<file path="src/rtl/updown_counter_pkg.sv">
// Shared types and constants for the parametrised up/down counter.
// Mode selectors and the per-edge priority decision.
package updown_counter_pkg;

  localparam int unsigned CNT_MODE_WRAP = 0;
  localparam int unsigned CNT_MODE_SAT  = 1;

  typedef enum logic [1:0] {
    CLR  = 2'd0,
    LOAD = 2'd1,
    STEP = 2'd2,
    HOLD = 2'd3
  } cnt_op_e;

endpackage

</file>
<file path="src/rtl/updown_next_val.sv">
// Next-step value for the up/down counter.
// Flags a boundary crossing (wrap or blocked saturating step).
module updown_next_val
  import updown_counter_pkg::*;
#(
  parameter int unsigned WIDTH    = 8,
  parameter int unsigned MAX_VAL  = (2**WIDTH) - 1,
  parameter int unsigned SAT_MODE = CNT_MODE_WRAP
) (
  input  logic [WIDTH-1:0] count,
  input  logic             up_down,
  output logic [WIDTH-1:0] next_count,
  output logic             boundary_hit
);

  localparam logic [WIDTH-1:0] MAX_C  = MAX_VAL[WIDTH-1:0];
  localparam logic [WIDTH-1:0] ZERO_C = '0;
  localparam logic             SAT    = (SAT_MODE == CNT_MODE_SAT);

  logic top_hit;
  logic bot_hit;

  // >= keeps the result in range even if count ever exceeds MAX_VAL
  assign top_hit = (count >= MAX_C);
  assign bot_hit = (count == ZERO_C);

  always_comb begin
    next_count   = count;
    boundary_hit = 1'b0;
    if (up_down) begin
      if (top_hit) begin
        boundary_hit = 1'b1;
        next_count   = SAT ? MAX_C : ZERO_C;
      end else begin
        next_count = count + 1'b1;
      end
    end else begin
      if (bot_hit) begin
        boundary_hit = 1'b1;
        next_count   = SAT ? ZERO_C : MAX_C;
      end else begin
        next_count = count - 1'b1;
      end
    end
  end

endmodule

</file>
<file path="src/rtl/param_updown_counter.sv">
// Parametrised up/down counter with clear, clamped load and boundary flags.
// Priority per edge: clear > load > enable > hold.
module param_updown_counter
  import updown_counter_pkg::*;
#(
  parameter int unsigned WIDTH    = 8,
  parameter int unsigned MAX_VAL  = (2**WIDTH) - 1,
  parameter int unsigned SAT_MODE = CNT_MODE_WRAP
) (
  input  logic             clk,
  input  logic             reset_n,
  input  logic             clear,
  input  logic             load,
  input  logic [WIDTH-1:0] load_val,
  input  logic             enable,
  input  logic             up_down,
  output logic [WIDTH-1:0] count,
  output logic             at_max,
  output logic             at_min,
  output logic             event_pulse
);

  generate
    if (WIDTH < 2) begin : g_bad_width
      $error("param_updown_counter: WIDTH must be >= 2");
    end
    if (MAX_VAL == 0) begin : g_bad_max0
      $error("param_updown_counter: MAX_VAL must be > 0");
    end
    if (MAX_VAL > (2**WIDTH) - 1) begin : g_bad_max
      $error("param_updown_counter: MAX_VAL exceeds 2**WIDTH-1");
    end
  endgenerate

  localparam logic [WIDTH-1:0] MAX_C = MAX_VAL[WIDTH-1:0];

  cnt_op_e          op;
  logic [WIDTH-1:0] step_val;
  logic             step_hit;
  logic [WIDTH-1:0] load_clamp;
  logic [WIDTH-1:0] count_d;
  logic             pulse_d;

  updown_next_val #(
    .WIDTH   (WIDTH),
    .MAX_VAL (MAX_VAL),
    .SAT_MODE(SAT_MODE)
  ) u_next (
    .count       (count),
    .up_down     (up_down),
    .next_count  (step_val),
    .boundary_hit(step_hit)
  );

  assign load_clamp = (load_val > MAX_C) ? MAX_C : load_val;

  always_comb begin
    op = HOLD;
    if (clear)       op = CLR;
    else if (load)   op = LOAD;
    else if (enable) op = STEP;
  end

  always_comb begin
    count_d = count;
    pulse_d = 1'b0;
    unique case (op)
      CLR:  count_d = '0;
      LOAD: count_d = load_clamp;
      STEP: begin
        count_d = step_val;
        pulse_d = step_hit;
      end
      HOLD: count_d = count;
      default: count_d = count;
    endcase
  end

  always_ff @(posedge clk or negedge reset_n) begin
    if (!reset_n) begin
      count       <= '0;
      event_pulse <= 1'b0;
    end else begin
      count       <= count_d;
      event_pulse <= pulse_d;
    end
  end

  assign at_max = (count == MAX_C);
  assign at_min = (count == '0);

endmodule

</file>
<file path="config.mk">
export PLATFORM = sky130hd
export DESIGN_NAME = param_updown_counter
export DESIGN_NICKNAME = d
export VERILOG_FILES = /design/src/rtl/updown_counter_pkg.sv /design/src/rtl/updown_next_val.sv /design/src/rtl/param_updown_counter.sv
export SDC_FILE = /design/constraint.sdc
export NUM_CORES = 1
export LEC_CHECK = 0
export BUFFER_PORTS_ARGS = -buffer_cell sky130_fd_sc_hd__buf_2
export CAP_MARGIN = 20
export CORE_MARGIN = 8
export CORE_UTILIZATION = 30
export DETAILED_ROUTE_END_ITERATION = 10
export GPL_ROUTABILITY_DRIVEN = 1
export PLACE_DENSITY_LB_ADDON = 0.08
export SYNTH_ARGS = -nofsm -noshare
export SYNTH_HDL_FRONTEND = slang
export SYNTH_SLANG_ARGS = --single-unit
</file>
<file path="constraint.sdc">
create_clock -name clk -period 2.7 [get_ports clk]
set_input_delay 0 -clock clk [delete_from_list [all_inputs] [get_ports clk]]
set_output_delay 0 -clock clk [all_outputs]
set_load 0.005 [all_outputs]
</file>
# ---- After elaboration in Yosys (flattened, before gate mapping)
# Index checks and enable logic that the tools add are counted.
# Widths: inputs -> output; s select.
dict set report totals {
  ff_bits 9
  latchBits 0
  mem_bits_rw 0
  mem_bits_ro 0
  in_bits 14
  output_inout_bits 11
  elab_cells 24
  n_memories 0
}
dict set report op_classes {
  addsub 2
  n_mul 0
  n_div 0
  magnitude_cmp 2
  n_eq_ne 4
  shift 0
  muxes 12
  bitwise_logic 0
  reduce_logical 2
}
# operator n
set ops {}
lappend ops {{$mux 8} 4}
lappend ops {{$pmux 8 s3} 1}
lappend ops {{$add 8x1->8 const B} 1}
lappend ops {{$eq 8x8->1 const B} 1}
lappend ops {{$ge 8x8->1 const B} 1}
lappend ops {{$gt 8x8->1 const B} 1}
lappend ops {{$logic_not 8->1} 1}
lappend ops {{$sub 8x1->8 const B} 1}
lappend ops {{$mux 1} 5}
lappend ops {{$eq 2x2->1 const B} 2}
lappend ops {{$mux 2} 2}
lappend ops {{$eq 2x1->1 const B} 1}
lappend ops {{$logic_not 2->1} 1}

# ---- Depth between registers and ports, before layout
dict set report logic_depth {
  word_depth 5
  ltp_mapped 7
  ltp_nobuf 6
}

# ---- Cells and area by module
# Synthesis repeated with hierarchy kept, for this count alone.
dict set report hier_totals {
  hier_cells 112
  area_unflattened_um2 915.9
}
# mod n_inst cells_each area_per_inst_um2 seq_area_each_um2
set by_module_without_submodules {}
lappend by_module_without_submodules {param_updown_counter 1 43 475.5 225.2}
lappend by_module_without_submodules {updown_next_val 1 69 440.4 0.0}

# ---- Worst setup path before layout
# OpenSTA, ideal clock, no wires.
dict set report synth_path {
  kind {register -> register}
  start {register count[3]}
  end {register count[5]}
  setup_ps 126
  t_arrival_ps 1754
  t_required_ps 2574
  path_slack_ps 820
  stages_incl_launch_ff 7
  n_path_buf 2
  period_less_slack_ps 1880
  path_cell_list {dfrtp_1 buf_6 or3_4 buf_6 o31a_1 o31a_1 a311o_1}
}
dict set report synth_via {
  elab_chain_cells 4
  word_cells_on_any_way 8
  cone_classes {2 x add/sub; 1 x order compare; 4 x mux; 1 x reduce/logical}
}
# element line_no
set synth_rtl {}
lappend synth_rtl {{start, declared} param_updown_counter.sv:17} ;# output logic [WIDTH-1:0] count,
lappend synth_rtl {{start signal, assigned} param_updown_counter.sv:84} ;# count <= count_d;
lappend synth_rtl {{$sub 8x1->8, or another cell as far along} updown_next_val.sv:42} ;# next_count = count - 1'b1;
lappend synth_rtl {{$mux 8 (on tied branches)} {updown_next_val.sv:38, updown_next_val.sv:31}}
lappend synth_rtl {{$mux 8 *} updown_next_val.sv:30} ;# if (up_down) begin
lappend synth_rtl {{$pmux 8 s3 *} param_updown_counter.sv:67} ;# unique case (op)
# Mark *: on every way between the ends. The rest lies on a longest branch, timed or not.
# A chain may end at the register's enable or synchronous reset.

# ---- Worst setup path in the final report
dict set report layout_path {
  start {register count[0]}
  end {register count[6]}
}
# Same word-level chain as after synthesis.

==> results_dict.tcl <==
set metrics [dict create \
    min_period_ns 1.92 \
    hold_viol 0 \
    cap_violations 0 \
    fin_ws_ns 0.778 \
    htree_levels 1 \
    pin_count 25 \
    combPwrFrac 0.319 \
    switching_power_uw 158 \
    synth_edf_count 0 \
    dp_slack_ns 0.796 \
    cts_tree "done" \
    p_total_uw 420 \
    fin_cells 165 \
    grt_pass1_wl_mm 4.66 \
    cp-start-kind "register" \
    clk_pin_slew_ns 0.07 \
    core_um2 3000 \
    hold_slack_ns 0.0261 \
    netlist-cell-type-count 44 \
    stdcell_area_um2 1060 \
    worst-setup-path-type "register to register" \
    slew_headroom 0.711 \
    p_sw_frac 0.376 \
    post_cts_resized 0 \
    syn_inst 116 \
    power_density_nw_per_um2 394 \
    grt_overflow_total 0 \
    drt_wl_total_mm 2.85 \
    pwr-share-clk 0.274 \
    worstMarginPinSlew_ns 0.432 \
    gr-usage-all-layers 0.115 \
    ctsLongestPathBuffers 2 \
    initial_core_util 0.309 \
    seqPwrFrac 0.407 \
    yosys_warnings 0 \
    drt_iter0_markers 100 \
    antenna_found_initial 0 \
    setup_viol 0 \
    drv_slew 0 \
    cts_buffers 3 \
    fin_tns_setup_ns 0 \
    vias 963 \
    crit_arrival_ns 2.11 \
    avgViaCountPerCell 5.84 \
    path_max_fanout 11 \
    ys_seq_elements 9 \
    postRouteAntennaNets 0 \
    grt_max_degree 25 \
    drive_above_1_share 0.242 \
    syn-cell-area_um2 928 \
    fmax_mhz 520 \
    outcome "complete, no violations" \
    skew_ns 0.00237 \
    gp_congestion 0.837 \
    nNetsFinal 150 \
    dr.pass1.iters 4 \
    fin_crit_sh 0.712 \
    dieArea_um2 5130 \
    cp-end-kind "register" \
    grt_pass1_vias 928 \
    die_h_um 71.6 \
    cts_sinks 9 \
    portBuffers 24 \
    syn_nets 133 \
    avgSynthCellArea_um2 8.00 \
    die_x_um 71.6 \
    routedWlPerCell_um 17.3 \
    placed_cell_area_um2 1020 \
    placedCellCount 159 \
    yosysSeqAreaShare 0.243 \
    clock_latency_ns 0.28 \
    dp_hpwl_mm 2.11 \
    fillers 330 \
    p_leak_nw 0.448 \
    antenna_cells 0 \
    hold_path_class "input pin to register" \
    crit_required_ns 2.88 \
    synthArstFlopShare 1.00 \
    fin_util 0.355 \
    peakVddDrop_uv 128 \
    route.detailed.drc 0 \
    p_int_uw 262 \
    syn_to_final_growth_pct 14.7 \
    floorplan.rows 20 \
    cts_root_buf "clkbuf_4" \
    synth_flop_cell "dfrtp_1" \
    rsz0062_at_grt "no" \
]
==> critical path, cell delays in order, from the launching register on <==
cell	delay, ns
dfrtp_1	0.48
inv_1	0.13
ha_1	0.28
inv_1	0.10
a2111oi_0	0.36
o311ai_0	0.20
a221oi_1	0.27
==> Yosys cell counts, types with 2 or more instances <==
cell,number,area (µm²)
o21ai_0,6,30.0
ha_1,3,37.5
nor2_1,8,30.0
and3_1,2,12.5
clkbuf_1,9,33.8
nand2b_1,2,12.5
xor2_1,2,17.5
xnor2_1,2,17.5
buf_6,2,22.5
a21oi_1,9,45.0
nor4_1,2,12.5
buf_2,3,15.0
mux2i_1,2,20.0
and4_2,2,20.0
nand4_1,3,18.8
dfrtp_1,9,225
o31a_1,4,35.0
nor3b_1,6,45.0
a21o_1,2,15.0
a2111oi_0,2,17.5
a311o_1,2,20.0
inv_1,6,22.5
nand3_1,2,10.0
nand2_1,6,22.5
==> cell families after synthesis <==
| logic type | Yosys count | synth area share |
|---|---|---|
| DFF | 9 | 0.243 |
| xor gates and xnor gates | 4 | 0.0377 |
| AOI/OAI and AO/OA | 35 | 0.263 |
| muxes | 2 | 0.0216 |
| buffers and inverters | 20 | 0.101 |
| adders and majority gates | 3 | 0.0404 |
| and+or+nand+nor | 43 | 0.294 |
==> routing by layer <==
layer | vias up | global-route usage | part of all wire
li1 | 467 | - | -
met1 | 455 | 0.160 | 0.49
met2 | 34 | 0.157 | 0.43
met3 | 7 | 0.0195 | 0.050
met4 | 0 | 0.0748 | 0.029
met5 | - | 0 | 0
==> sequential cells by signal, indices dropped and copies added, names as in the netlist <==
name / flops
count: 8
event_pulse: 1
==> cell type report <==
class | instances | area (µm²) | share of cell area
clock buffers | 4 | 26.3 | 0.0247
inverters | 6 | 22.5 | 0.0212
well taps | 33 | 41.3 | 0.0388
flip-flops and latches | 9 | 225 | 0.212
repair buffers | 26 | 140 | 0.132
multi-input cells | 87 | 609 | 0.572
==> power by group through the flow <==
| stage | sequential (mW) | clock, mW | combinational [mW] |
|---|---|---|---|
| 2_1_floorplan | 0.155 | 0 | 0.110 |
| 3_3_place_gp | 0.173 | 0 | 0.134 |
| 3_5_place_dp | 0.173 | 0 | 0.131 |
| 4_1_cts | 0.170 | 0.117 | 0.135 |
| 5_1_grt | 0.174 | 0.127 | 0.149 |
| 6_report | 0.171 | 0.115 | 0.134 |
==> what timing repair did <==
item | 4_1_cts | 5_1_grt
endpoints found under the hold margin | 10 | 0
buffers inserted | 0 | 0
hold buffers | 2 | 0
setup endpoints to repair | 0 | 0
==> final timing paths <==
kind                               end  cells after the start   startpoint  slack, ns
max in group asynchronous     count[5]                      2      reset_n       2.40
hold reg to reg               count[7]                      2     count[7]       0.70
setup / recovery              count[6]                      6     count[0]       0.78
setup reg to reg              count[6]                      6     count[0]       0.78
hold / removal                count[4]                      3  load_val[4]       0.03
min in group asynchronous  event_pulse                      2      reset_n       0.11
==> placed cells by master (no fill, tap or decap), types with 3 or more instances in the layout <==
| master | Yosys | routed |
|---|---|---|
| inv_1 | 6 | 6 |
| clkbuf_4 | 0 | 3 |
| nor3b_1 | 6 | 6 |
| dfrtp_1 | 9 | 9 |
| ha_1 | 3 | 3 |
| a21oi_1 | 9 | 9 |
| buf_2 | 3 | 24 |
| nand4_1 | 3 | 3 |
| o21ai_0 | 6 | 6 |
| nand2_1 | 6 | 6 |
| nor2_1 | 8 | 8 |
| o31a_1 | 4 | 4 |
Note: power is estimated with default switching activity, not from simulation.
